## src/rtl/fetch_pc_sequencer.sv

```systemverilog
// fetch_pc_sequencer: owns the fetch PC in front of the I-cache.
// Steps sequentially by 4 and accepts redirects from execute. Keeps a single
// request outstanding to the I-cache, and holds the fetched word and its PC
// for decode until decode stops stalling.
// Optional build macro: FETCH_MISALIGN_CHK_EN. When defined, misaligned
// redirect targets are dropped and reported on MisalignF. When undefined,
// the low two target bits are cleared and the redirect is taken.
module fetch_pc_sequencer #(
    parameter logic [31:0] RESET_PC  = 32'h0000_0000,
    parameter logic [31:0] NOP_INSTR = 32'h0000_0013
) (
    input  logic        clk,
    input  logic        rst_n,
    input  logic        PCSrc,
    input  logic [31:0] PCTarget,
    input  logic        StallF,
    output logic        ICacheReq,
    output logic [31:0] ICacheAddr,
    input  logic        ICacheReady,
    input  logic [31:0] ICacheInstr,
    output logic [31:0] InstrF,
    output logic        InstrValidF,
    output logic [31:0] PCF,
    output logic [31:0] PCPlus4F
`ifdef FETCH_MISALIGN_CHK_EN
    ,
    output logic        MisalignF
`endif
);

    typedef enum logic {
        S_FETCH = 1'b0,
        S_VALID = 1'b1
    } state_t;

    state_t      state_q, state_d;
    logic [31:0] fetch_pc_q, fetch_pc_d;
    logic [31:0] pcf_q, pcf_d;
    logic [31:0] instr_q, instr_d;
    logic        redir_pend_q, redir_pend_d;
    logic [31:0] redir_pc_q, redir_pc_d;

    // Qualified redirect: whether this cycle's PCSrc counts, and where it goes
    logic        redir_take;
    logic [31:0] redir_tgt;

    // Sequential PC step; wraps modulo 2^32
    function automatic logic [31:0] pc_add4(input logic [31:0] pc);
        return pc + 32'd4;
    endfunction

`ifdef FETCH_MISALIGN_CHK_EN
    logic misalign_q, misalign_d;

    // A misaligned target is dropped entirely and flagged one cycle later
    always_comb begin
        redir_take = PCSrc && (PCTarget[1:0] == 2'b00);
        redir_tgt  = PCTarget;
        misalign_d = PCSrc && (PCTarget[1:0] != 2'b00);
    end

    // Misalignment flag register
    always_ff @(posedge clk or negedge rst_n) begin
        if (!rst_n) begin
            misalign_q <= 1'b0;
        end else begin
            misalign_q <= misalign_d;
        end
    end

    assign MisalignF = misalign_q;
`else
    // Low target bits are cleared so every redirect lands word-aligned
    always_comb begin
        redir_take = PCSrc;
        redir_tgt  = PCTarget & ~32'h0000_0003;
    end
`endif

    // State and datapath registers; async reset abandons any open request
    always_ff @(posedge clk or negedge rst_n) begin
        if (!rst_n) begin
            state_q      <= S_FETCH;
            fetch_pc_q   <= RESET_PC;
            pcf_q        <= RESET_PC;
            instr_q      <= NOP_INSTR;
            redir_pend_q <= 1'b0;
            redir_pc_q   <= RESET_PC;
        end else begin
            state_q      <= state_d;
            fetch_pc_q   <= fetch_pc_d;
            pcf_q        <= pcf_d;
            instr_q      <= instr_d;
            redir_pend_q <= redir_pend_d;
            redir_pc_q   <= redir_pc_d;
        end
    end

    // Next-state logic: request handshake, redirect buffering, decode hold
    always_comb begin
        state_d      = state_q;
        fetch_pc_d   = fetch_pc_q;
        pcf_d        = pcf_q;
        instr_d      = instr_q;
        redir_pend_d = redir_pend_q;
        redir_pc_d   = redir_pc_q;

        case (state_q)
            S_FETCH: begin
                if (ICacheReady) begin
                    if (redir_take || redir_pend_q) begin
                        // Returned word belongs to the wrong path: drop it
                        fetch_pc_d   = redir_take ? redir_tgt : redir_pc_q;
                        redir_pend_d = 1'b0;
                    end else begin
                        instr_d    = ICacheInstr;
                        pcf_d      = fetch_pc_q;
                        fetch_pc_d = pc_add4(fetch_pc_q);
                        state_d    = S_VALID;
                    end
                end else if (redir_take) begin
                    // Address must stay stable while the miss is open, so
                    // park the redirect; a newer one replaces an older one
                    redir_pend_d = 1'b1;
                    redir_pc_d   = redir_tgt;
                end
            end
            S_VALID: begin
                if (redir_take) begin
                    // Redirect wins over stall: flush the held instruction
                    instr_d    = NOP_INSTR;
                    fetch_pc_d = redir_tgt;
                    state_d    = S_FETCH;
                end else if (!StallF) begin
                    instr_d = NOP_INSTR;
                    state_d = S_FETCH;
                end
            end
            default: begin
                state_d = S_FETCH;
            end
        endcase
    end

    // Outputs; the request is gated by reset so it is low while rst_n is low
    assign ICacheReq   = rst_n && (state_q == S_FETCH);
    assign ICacheAddr  = fetch_pc_q;
    assign InstrF      = instr_q;
    assign InstrValidF = (state_q == S_VALID);
    assign PCF         = pcf_q;
    assign PCPlus4F    = pc_add4(pcf_q);

endmodule

```

## config.mk

```make
export PLATFORM = sky130hd
export DESIGN_NAME = fetch_pc_sequencer
export DESIGN_NICKNAME = d
export VERILOG_FILES = /design/src/rtl/fetch_pc_sequencer.sv
export SDC_FILE = /design/constraint.sdc
export NUM_CORES = 1
export LEC_CHECK = 0
export BUFFER_PORTS_ARGS = -buffer_cell sky130_fd_sc_hd__buf_2
export CORE_AREA = 2 2 105 148
export DETAILED_ROUTE_END_ITERATION = 16
export DIE_AREA = 0 0 107 150
export PLACE_DENSITY = 0.74
export SETUP_SLACK_MARGIN = 0.4
export SYNTH_ARGS = -nofsm -noshare
export SYNTH_HDL_FRONTEND = slang
export SYNTH_SLANG_ARGS = --single-unit
export TNS_END_PERCENT = 5
```

## constraint.sdc

```tcl
create_clock -name clk -period 1.82 [get_ports clk]
set_input_delay 0.273 -clock clk [delete_from_list [all_inputs] [get_ports clk]]
set_output_delay 0.273 -clock clk [all_outputs]
set_load 0.02 [all_outputs]
```

==> impl.org, run 1 <==
** Floorplan
- The die is about 150 microns tall.
- In this run the core area contains 53 standard-cell rows.
- The initial utilization of the core area, before any placement, comes to a little over two fifths.
- Core Region :: 0.0148 sq mm
- Die span in x :: 107 microns
- Die area :: 0.0161 sq mm
- In this run the count of I/O pins placed on the die edge is 199.

** Place
- Once placement completed, the tool counted placed cells totaling 1,101.
- Sum of net half-perimeters after detailed placement :: around 13,000 microns
- I/O Buffers :: 196
- Routability-driven placement congestion ratio :: a little under 0.9

** STA
- Final TNS setup :: -7.13 ns
- The number of pins with negative max-slew slack in the final report was 0.
- For the pin with the worst max-slew slack, the measured transition is 0.713 ns.
- The count of final hold-check violations came to 32.
- Final worst setup slack :: -0.396 ns
- Setup violations remaining at the end of the flow were counted as 26.
- The worst path uses 122% of the clock period.
- Post-route minimum period :: 2.22 ns
- Largest clock skew in the final design :: slightly below 0.005 ns
- Worst slew margin relative to its limit :: 52.5%
- Hold_ws :: -0.0396 ns
- Setup repair after global routing could not meet its margin everywhere.
- Static timing analysis puts the maximum clock frequency at 451 MHz.

** Critical path
- STA classifies the critical path endpoint as a primary output.
- On the worst path, the slowest cell contributes a delay of ~0.35 ns.
- At the worst endpoint, the required time is 1.55 ns.
- Worst Path Arrival :: just under 2 ns
- STA classifies the critical path startpoint as a register.
- Destination of the worst register-to-register timing path :: ICacheAddr[29]
- Worst Setup SP :: PCF[19]
- Source of the worst register-to-register timing path :: ICacheAddr[11]
- CP max-delay cell :: dfrtp_2
- The cell that appears most often on the critical path is and3_4.
- Cell-by-cell trace of the critical path :: and4_4 > and3_4 > and3_4 > buf_12 > nand4_1 > xnor2_2 > buf_4
- For the worst flop-to-flop path, the logic depth is 5.
- Max FO, Critical Path :: 8
- Worst Path Class, Setup :: reg -> out
- Register-to-register setup slack :: -0.16 ns

** Pwr
- Per report_power, the clock group accounts for around a quarter of the total.
- P_leak :: 0.00476 uW
- Internal power comes to 9360 uW.
- Switching share of power :: between 30% and 40%
- IR analysis of the VDD net gives a maximum drop of 0.826 mV.
- Share of power burned in combinational logic :: 45.8%
- Power spread over the standard cell area amounts to 1530 mW/mm^2.
- Per report_power, the sequential group accounts for 30.5% of the total.
- PnR Total Power :: 15,300 uW
- Summed over all nets, the switching power comes to about 6000 uW.

** GRT
- Across every metal layer, demand over resource in global routing totals 24.3%.
- Number of global-route vias before repair :: 6,088
- The number of antenna violations at the first check in global routing is 2.
- After global routing the overflow that remains totals 0.
- Entering global routing, the biggest net connects ~130 pins.
- The first global-routing pass estimated 30,400 microns of wire.

** Detailed routing
- Violation count after the first detailed-routing iteration :: 392
- Top layer reached by signal wires :: met5
- Router iterations before antenna repair :: 5
- Routed WL per cell :: 16.9 microns
- In the detailed route, the total length drawn on met3 is 1170 microns.
- DRC violations left :: 0
- Via density per instance :: 5.50
- The routed design uses 9780 microns of met2 wire.
- In this run the remaining antenna-violating nets after routing total 0.
- Summed over all layers, the routed wires come to around 19,000 microns.
- Via Count :: between 6,000 and 7,000
- Post-route met1 wirelength :: around 7600 microns

** Yosys
- Predominant post-synthesis flop cell :: dfrtp_1
- Cell count after synthesis :: 663
- Netlist area before placement :: 0.00650 sq mm
- Post-synthesis area per instance :: 9.81 sq um
- For this run, the number of Yosys warnings is 0.
- Sequential-to-total area share from yosys stat :: 50.1%
- After synthesis, the largest area contributor takes up a little under 50% of total cell area.
- The synthesized design contains 0 enable-type register cells.
- Share of flip-flops with an asynchronous set or reset after synthesis :: 100%
- Post-Syn Nets :: 734
- Total of flip-flops plus latches after synthesis :: 130
- Yosys mapped the design onto between 50 and 60 distinct sky130hd cell types.
- In the post-synthesis netlist, the biggest area contributors are dfrtp_1 (49%), nand2_1 (6.3%), a22o_1 (5.1%), mux2_2 (4.8%), o21ai_0 (4.2%).
- The biggest area contributor in the post-synthesis netlist is dfrtp_1.

** Layout
- Excluding fillers, the count of instances in the completed layout stands at 1,137.
- The net count of the finished layout is between 1,000 and 1,500.
- Area growth from synthesis to layout :: 53.5%
- The post-route netlist has 51.4% of its cells at a drive strength greater than 1.
- FILL cells :: 1,080
- In the final layout, flip-flops and latches occupy 0.00329 sq mm.
- Summing all multi-input logic gate instances after layout gives around 0.0037 sq mm.
- Post-layout util :: around two thirds

** CTS
- TritonCTS built the clock tree.
- Number of buffers added by the clock tree synthesis step :: 17
- Clock transition at the registers of the reported paths :: 0.06 ns
- Latest clock arrival within the worst-skew pair :: around 0.42 ns
- Clock root cell :: clkbuf_16
- Max clock buf depth :: 2
- The tree built by TritonCTS fans out to 130 sinks.
- CTS built an H-tree with a depth of 4.

** Outcome
- Status :: finished with violations
- The checks that failed: hold timing, setup timing.

** Hold path
- The path class of the tightest hold or removal check is in -> async.

** Job
- Across the run, the number of max-cap violations was 0.
[layout by cell type, fill, tap and decap left out, types with 9 or more instances in the layout]
cell | synthesis | layout
buf_6 | 1 | 32
a22o_1 | 38 | 37
clkbuf_16 | 0 | 17
a22oi_2 | 0 | 9
a21oi_1 | 16 | 14
nand2_4 | 0 | 13
nand2_2 | 0 | 22
xnor2_1 | 26 | 15
nand2b_1 | 28 | 28
o21ai_1 | 0 | 19
buf_2 | 5 | 146
mux2_4 | 0 | 28
nand3_1 | 24 | 15
nand2_1 | 110 | 75
nand4_1 | 11 | 11
dfrtp_2 | 0 | 28
inv_1 | 18 | 16
dfrtp_1 | 127 | 99
o21ai_0 | 55 | 34
nor2_1 | 27 | 26
buf_4 | 2 | 101
[cell type report]
| type | instances | share of cell area [%] |
|---|---|---|
| multi-input cells | 477 | 37.4 |
| flip-flops and latches | 130 | 33.0 |
| repair buffers | 287 | 20.2 |
| clock buffers | 19 | 4.44 |
| well taps | 192 | 2.41 |
| clock inverters | 13 | 1.85 |
| inverters | 18 | 0.752 |
| diodes | 1 | 0.0251 |
[metrics by stage]
step                      hold slack (ns)  cell area (sq um)  setup WS [ns]
after floorplan                   -0.0226               6710         -0.125
after global placement              0.454               8520        -0.0249
after detailed placement            0.462               8520         -0.120
after CTS                          0.0181               9720         -0.424
after global routing               0.0312               9980         -0.569
final                             -0.0396               9980         -0.396
[how the worst max path moves through the flow]
stage / to / slack, ns / cells past startpoint
after floorplan: ICacheAddr[29] / -0.12 / 6
after global placement: InstrF[24] / -0.02 / 8
after detailed placement: ICacheAddr[26] / -0.12 / 6
after CTS: PCPlus4F[19] / -0.42 / 7
after global routing: PCPlus4F[15] / -0.57 / 6
final: PCPlus4F[30] / -0.40 / 7
[sequential cells by signal (all words and copies together) (netlist names)]
| signal | flops |
|---|---|
| ICacheAddr | 32 |
| InstrF | 32 |
| PCF | 32 |
| redir_pc_q | 32 |
| InstrValidF | 1 |
| redir_pend_q | 1 |
[synthesized netlist by cell type (2+ instances only)]
| cell type | number |
|---|---|
| ha_1 | 2 |
| mux2i_1 | 3 |
| nand4_1 | 11 |
| o22a_1 | 4 |
| o2bb2ai_1 | 6 |
| buf_2 | 5 |
| nor4_1 | 5 |
| nor4_2 | 3 |
| o21a_1 | 2 |
| a21o_1 | 3 |
| a31oi_1 | 5 |
| o21ai_0 | 55 |
| a21oi_1 | 16 |
| a22oi_1 | 17 |
| nor2b_1 | 6 |
| nand2_1 | 110 |
| dfrtp_1 | 127 |
| nand2b_1 | 28 |
| mux2_2 | 28 |
| nor2_1 | 27 |
| inv_1 | 18 |
| a22o_1 | 38 |
| clkbuf_1 | 27 |
| buf_4 | 2 |
| dfstp_2 | 3 |
| a32oi_1 | 2 |
| or4_4 | 2 |
| and3_1 | 10 |
| nand3_2 | 3 |
| nand3_1 | 24 |
| a311oi_1 | 4 |
| xnor2_1 | 26 |
| a41oi_1 | 2 |
| buf_1 | 3 |
| and4_1 | 6 |
| nor3_1 | 11 |
| xor2_1 | 2 |
| a221o_1 | 3 |
[power by group through the flow]
stage	clock network, uW	logic, uW	registers [uW]
after floorplan	0	2340	5780
after global placement	0	6050	4580
after detailed placement	0	6160	4600
after CTS	3640	6730	4620
after global routing	3800	7530	4800
final	3620	7020	4680
[layer usage]
metal	global-route usage, %	vias to the layer above
li1	-	2930
met1	28.4	3039
met2	42.2	242
met3	5.53	41
met4	11.2	2
met5	0	-
[cell families (layout without fill, tap and decap cells)]
group / count (synthesis) / after routing / synth area share, %
AOI/OAI and AO/OA: 164 / 164 / 17.6
xor gates and xnor gates: 28 / 28 / 3.77
adders and majority gates: 2 / 2 / 0.385
buffers and inverters: 56 / 337 / 3.56
DFF: 130 / 130 / 50.1
muxes: 31 / 31 / 5.31
other: 0 / 1 / 0
and+or+nand+nor: 252 / 252 / 19.4
[repair_timing]
action | 4_1_cts | 5_1_grt
endpoints found under the setup margin | 174 | 182
pin swaps | 106 | 98
gates resized for setup | 170 | 76
hold buffers | 0 | 0
buffers inserted | 3 | 0
[critical path: cells and delay by family (launching register included)]
family        cells  cell delay, ns
simple gates      4            0.73
flops             1            0.35
xor+xnor          1            0.16
buf+inv           2            0.29
Power figures use the tool's default switching activity.
==> inputs of run 2 (changes only) <==
ABC_AREA = 1   (was not set)
CORE_AREA = 2 2 109 154   (was 2 2 105 148)
DIE_AREA = 0 0 111 156   (was 0 0 107 150)
PLACE_DENSITY = 0.73   (was 0.74)
SLEW_MARGIN = 20   (was not set)
==> run 2 against run 1 <==
  * The flow finishes with violations (setup timing)
  * Sequential cell count stayed put
  * Global-route usage is 1.8 points higher
  * Via count is 18% higher
  * Critical endpoint is now PCPlus4F[20]
==> impl.org, run 2 <==
** Outcome
- Status: finished with violations (unchanged).
- Failing checks :: setup timing (was hold timing, setup timing)

** Layout
- The most common cell after layout, fill and taps aside is nand2_1 (was buf_2).
- Antenna cells :: 0 (was 1)
- Top library cells by usage in the layout, fill and taps aside :: nand2_1 (181), buf_2 (151), dfrtp_1 (100) (was buf_2 (146), buf_4 (101), dfrtp_1 (99))
- The final instance area was 0.0107 sq mm (was 0.00998 sq mm).
- The area growth from synthesis to layout came to 51.5% (was 53.5%).
- The fraction of layout instances using a drive strength above 1 is 46.5% (was 51.4%).
- The number of nets in the final layout is 1,223 (was 1,002).

** Detailed routing
- The remaining number of nets flagged by the antenna check after routing is 0 (unchanged).
- The iteration count of the initial detailed-routing pass is 5 (unchanged).
- Met3 routed WL :: 1190 microns (was 1170 microns)
- Top layer reached by signal wires :: met4 (was met5)
- The DRC violation count after routing was 0 (unchanged).
- Routed WL per cell :: 17.3 microns (was 16.9 microns)
- Via density per instance :: 5.43 (was 5.50)
- The via count came to 7,402 (was 6,254).
- DRT Wirelength :: 23,600 microns (was 19,200 microns)
- Met2 layer wire length in the routed design :: 12,500 microns (was 9780 microns)
- The wire length the detailed router placed on met1 is 8970 microns (was 7610 microns).
- The number of DRC markers after the initial detailed-route iteration came to 462 (was 392).

** Yosys
- Share of flip-flops with an asynchronous set or reset after synthesis :: 100% (unchanged)
- Most used standard cells in the synthesized netlist: nand2_1 (256), dfrtp_1 (127), o21ai_0 (105) (was dfrtp_1 (127), nand2_1 (110), o21ai_0 (55)).
- The flip-flop and latch count after synthesis came to 130 (unchanged).
- Netlist area before placement :: 0.00706 sq mm (was 0.00650 sq mm)
- Synth warn :: 0 (unchanged)
- Unique masters post-synth :: 43 (was 52)
- The most frequent cell after synthesis is nand2_1 (was dfrtp_1).
- Predominant post-synthesis flop cell :: dfrtp_1 (unchanged)
- Cell count after synthesis :: 902 (was 663)
- The sequential cell area fraction in the yosys report is 46.1% (was 50.1%).
- The mean cell area of the mapped netlist was 7.83 sq um (was 9.81 sq um).
- The synthesized net count came to 973 (was 734).
- Biggest area contributors in the synthesized netlist: dfrtp_1 (45%), nand2_1 (14%), o21ai_0 (7.4%), inv_1 (4.4%), nor2_1 (4.1%) (was dfrtp_1 (49%), nand2_1 (6.3%), a22o_1 (5.1%), mux2_2 (4.8%), o21ai_0 (4.2%)).
- Fraction of synthesized cell area taken by the top area cell type :: 45.0% (was 48.9%)
- The library cell with the largest summed area after synthesis was dfrtp_1 (unchanged).
- The count of flip-flops with a built-in enable after synthesis came to 0 (unchanged).

** STA
- Post-route minimum period :: 2.22 ns (about the same)
- The slew at the pin closest to its max-slew limit came to 0.517 ns (was 0.713 ns).
- Setup repair after global routing missed its margin :: yes (unchanged)
- Worst slew margin relative to its limit :: 65.1% (was 52.5%)
- Number of failing setup endpoints in the final timing report :: 25 (was 26)
- Final worst setup slack :: -0.399 ns (was -0.396 ns)
- Max frequency :: 451 MHz (about the same)
- The clock tree skew after final layout was 0.0108 ns (was 0.00481 ns).
- The number of pins with negative max-slew slack in the final report came to 0 (unchanged).
- The final cycle utilization of the critical path came to 122% (about the same).
- The count of final hold-check violations is 0 (was 32).

** GRT
- Maximum number of pins on one net before global-route repair :: 94 (was 131)
- The total overflow reported by the global router came to 0 (unchanged).
- First-pass GRT wire length :: 36,100 microns (was 30,400 microns)
- Number of antenna violations at the first check in global routing :: 0 (was 2)
- Number of global-route vias before repair :: 7,197 (was 6,088)
- GRT Overall Usage :: 26.1% (was 24.3%)

** Pwr
- The switching power total is 5690 uW (was 5950 uW).
- The clock network fraction of total power is 24.7% (was 23.6%).
- PnR Total Power :: 13,600 uW (was 15,300 uW)
- Switching share of power :: 41.8% (was 38.9%)
- Largest vdd supply drop :: 0.874 mV (was 0.826 mV)
- The sequential cell fraction of total power was 33.0% (was 30.5%).
- Internal Pwr Total :: 7930 uW (was 9360 uW)
- The areal power density over the cells is 1270 mW/mm^2 (was 1530 mW/mm^2).
- P_leak :: 0.00512 uW (was 0.00476 uW)
- Share of power burned in combinational logic :: 42.2% (was 45.8%)

** Critical path
- The startpoint type of the worst setup path is a register (unchanged).
- The critical path required time came to 1.55 ns (about the same).
- Source of the worst register-to-register timing path :: InstrValidF (was ICacheAddr[11])
- Crit path buf inv count :: 2 (unchanged)
- Top cell family by delay on the critical path :: simple AND/OR/NAND/NOR gates (unchanged)
- The endpoint of the lowest-slack register-to-register path is ICacheAddr[21] (was ICacheAddr[29]).
- The worst-path maximum fanout came to 3 (was 8).
- CP max-delay cell :: dfrtp_2 (unchanged)
- Worst Path Class, Setup :: reg -> out (unchanged)
- Register-to-register setup slack :: 0.06 ns (was -0.16 ns)
- Worst reg-to-reg path cell count :: 6 (was 5)
- The arrival time at the worst endpoint is 1.95 ns (was 1.94 ns).
- The nature of the critical path endpoint was a primary output (unchanged).
- Cell-by-cell trace of the critical path :: ha_4 > nand3_4 > nor2_4 > nand2_4 > nor2_4 > nand3_4 > buf_6 > xnor2_2 > buf_4 (was and4_4 > and3_4 > and3_4 > buf_12 > nand4_1 > xnor2_2 > buf_4)
- Peak per-stage delay on the critical path :: 0.42 ns (was 0.35 ns)

** Place
- The instance area at placement is 0.00861 sq mm (was 0.00852 sq mm).
- The last weighted congestion value of the routability-driven placer was 0.921 (was 0.893).
- The half-perimeter wire length after detailed placement is 16,000 microns (was 13,400 microns).
- The quantity of I/O buffers inserted on ports was 196 (unchanged).

** CTS
- The clock root buffer is clkbuf_16 (unchanged).
- Number of buffers added by the clock tree synthesis step :: 17 (unchanged)
- The insertion delay to the later sink of the worst-skew pair came to 0.42 ns (about the same).
- TritonCTS Sinks :: 130 (unchanged)
- Max clock buf depth :: 2 (unchanged)
- The TritonCTS clock tree was done (unchanged).
- The clock-pin slew on the worst setup and hold paths was 0.06 ns (about the same).
- H-tree levels :: 4 (unchanged)

** Floorplan
- Die area :: 0.0173 sq mm (was 0.0161 sq mm)
- The vertical die dimension is 156 microns (was 150 microns).
- Number of ports placed on the die boundary :: 199 (unchanged)
- The total number of placement rows is 55 (was 53).
- Core Region :: 0.0159 sq mm (was 0.0148 sq mm)
- Initial Utilization :: 44.4% (was 44.0%)
- The width of the die is 111 microns (was 107 microns).

** Hold path
- The startpoint identified for the worst hold timing path is ICacheInstr[31].
- Hold depth :: 2
- Hold crit path type :: in -> reg (was in -> async)
- The path with the worst hold slack has its endpoint at InstrF[31].

** Job
- Maxcap violations :: 0 (unchanged)
==> run 2: worst reg2reg max path, stage by stage, from the launching register on <==
cell and delay (ns):
dfrtp_4 0.59, nor2_4 0.11, a21oi_4 0.26, clkinv_8 0.20, a221oi_1 0.37, nand2_1 0.10
nand2_1 0.07
==> run 2: how the worst max path moves through the flow <==
stage                  from            to  slack (ns)  cells after the start
floorplan            PCF[2]  PCPlus4F[22]       -0.03                      8
global placement     PCF[2]  PCPlus4F[20]       -0.01                      9
detailed placement   PCF[2]  PCPlus4F[20]       -0.03                      9
CTS                  PCF[3]  PCPlus4F[20]       -0.42                      9
global route        PCF[10]  PCPlus4F[21]       -0.47                      7
finish               PCF[2]  PCPlus4F[20]       -0.40                      9
==> run 2: final cells by class <==
type	count	area, sq um
fillers	1230	5200
clock buffers	18	439
multi-input cells	646	4280
well taps	199	249
inverters	88	393
flip-flops and latches	130	3290
clock inverters	14	144
repair buffers	269	1890
==> run 2: cells by family (layout without fill, tap and decap cells) <==
group / after synthesis / after routing / share of synthesized area [%]
simple gates: 423 / 423 / 25.6
compound gates: 184 / 184 / 16.0
flops: 130 / 130 / 46.1
buf+inv: 126 / 389 / 7.32
xor+xnor: 36 / 36 / 4.47
fa+ha+maj: 2 / 2 / 0.354
mux: 1 / 1 / 0.142
==> run 2: repair_timing <==
item	CTS	global route
hold endpoints to repair	5	0
buffers inserted	10	6
gates resized for setup	196	253
pin swaps	58	140
hold buffers	2	0
setup endpoints to repair	160	169
==> run 2: power groups by stage <==
stage | Combinational [uW] | Sequential, uW | Clock, uW
after floorplan | 1970 | 4990 | 0
after global placement | 4440 | 4320 | 0
after detailed placement | 4510 | 4350 | 0
after CTS | 5090 | 4370 | 3410
after global routing | 6170 | 4590 | 3530
final | 5750 | 4500 | 3370
==> run 2: through the flow <==
stage / util [%] / setup WS (ns) / hold WS [ns] / instances / TNS [ns]
after floorplan: - / -0.0328 / -0.0226 / 902 / -0.0389
after global placement: 54.2 / -0.0107 / 0.432 / 1314 / -0.0206
final: 67.3 / -0.399 / 0.0687 / 1364 / -6.89
after detailed placement: 54.2 / -0.0258 / 0.434 / 1314 / -0.0690
after CTS: 62.3 / -0.421 / 0.0673 / 1358 / -6.58
after global routing: 67.3 / -0.466 / 0.0681 / 1364 / -9.12
==> run 2: per-layer routing <==
layer / global-route usage [%] / up-vias
met5: 0 / -
met1: 30.8 / 3535
met2: 46.0 / 306
met4: 13.4 / 0
li1: - / 3487
met3: 4.00 / 74
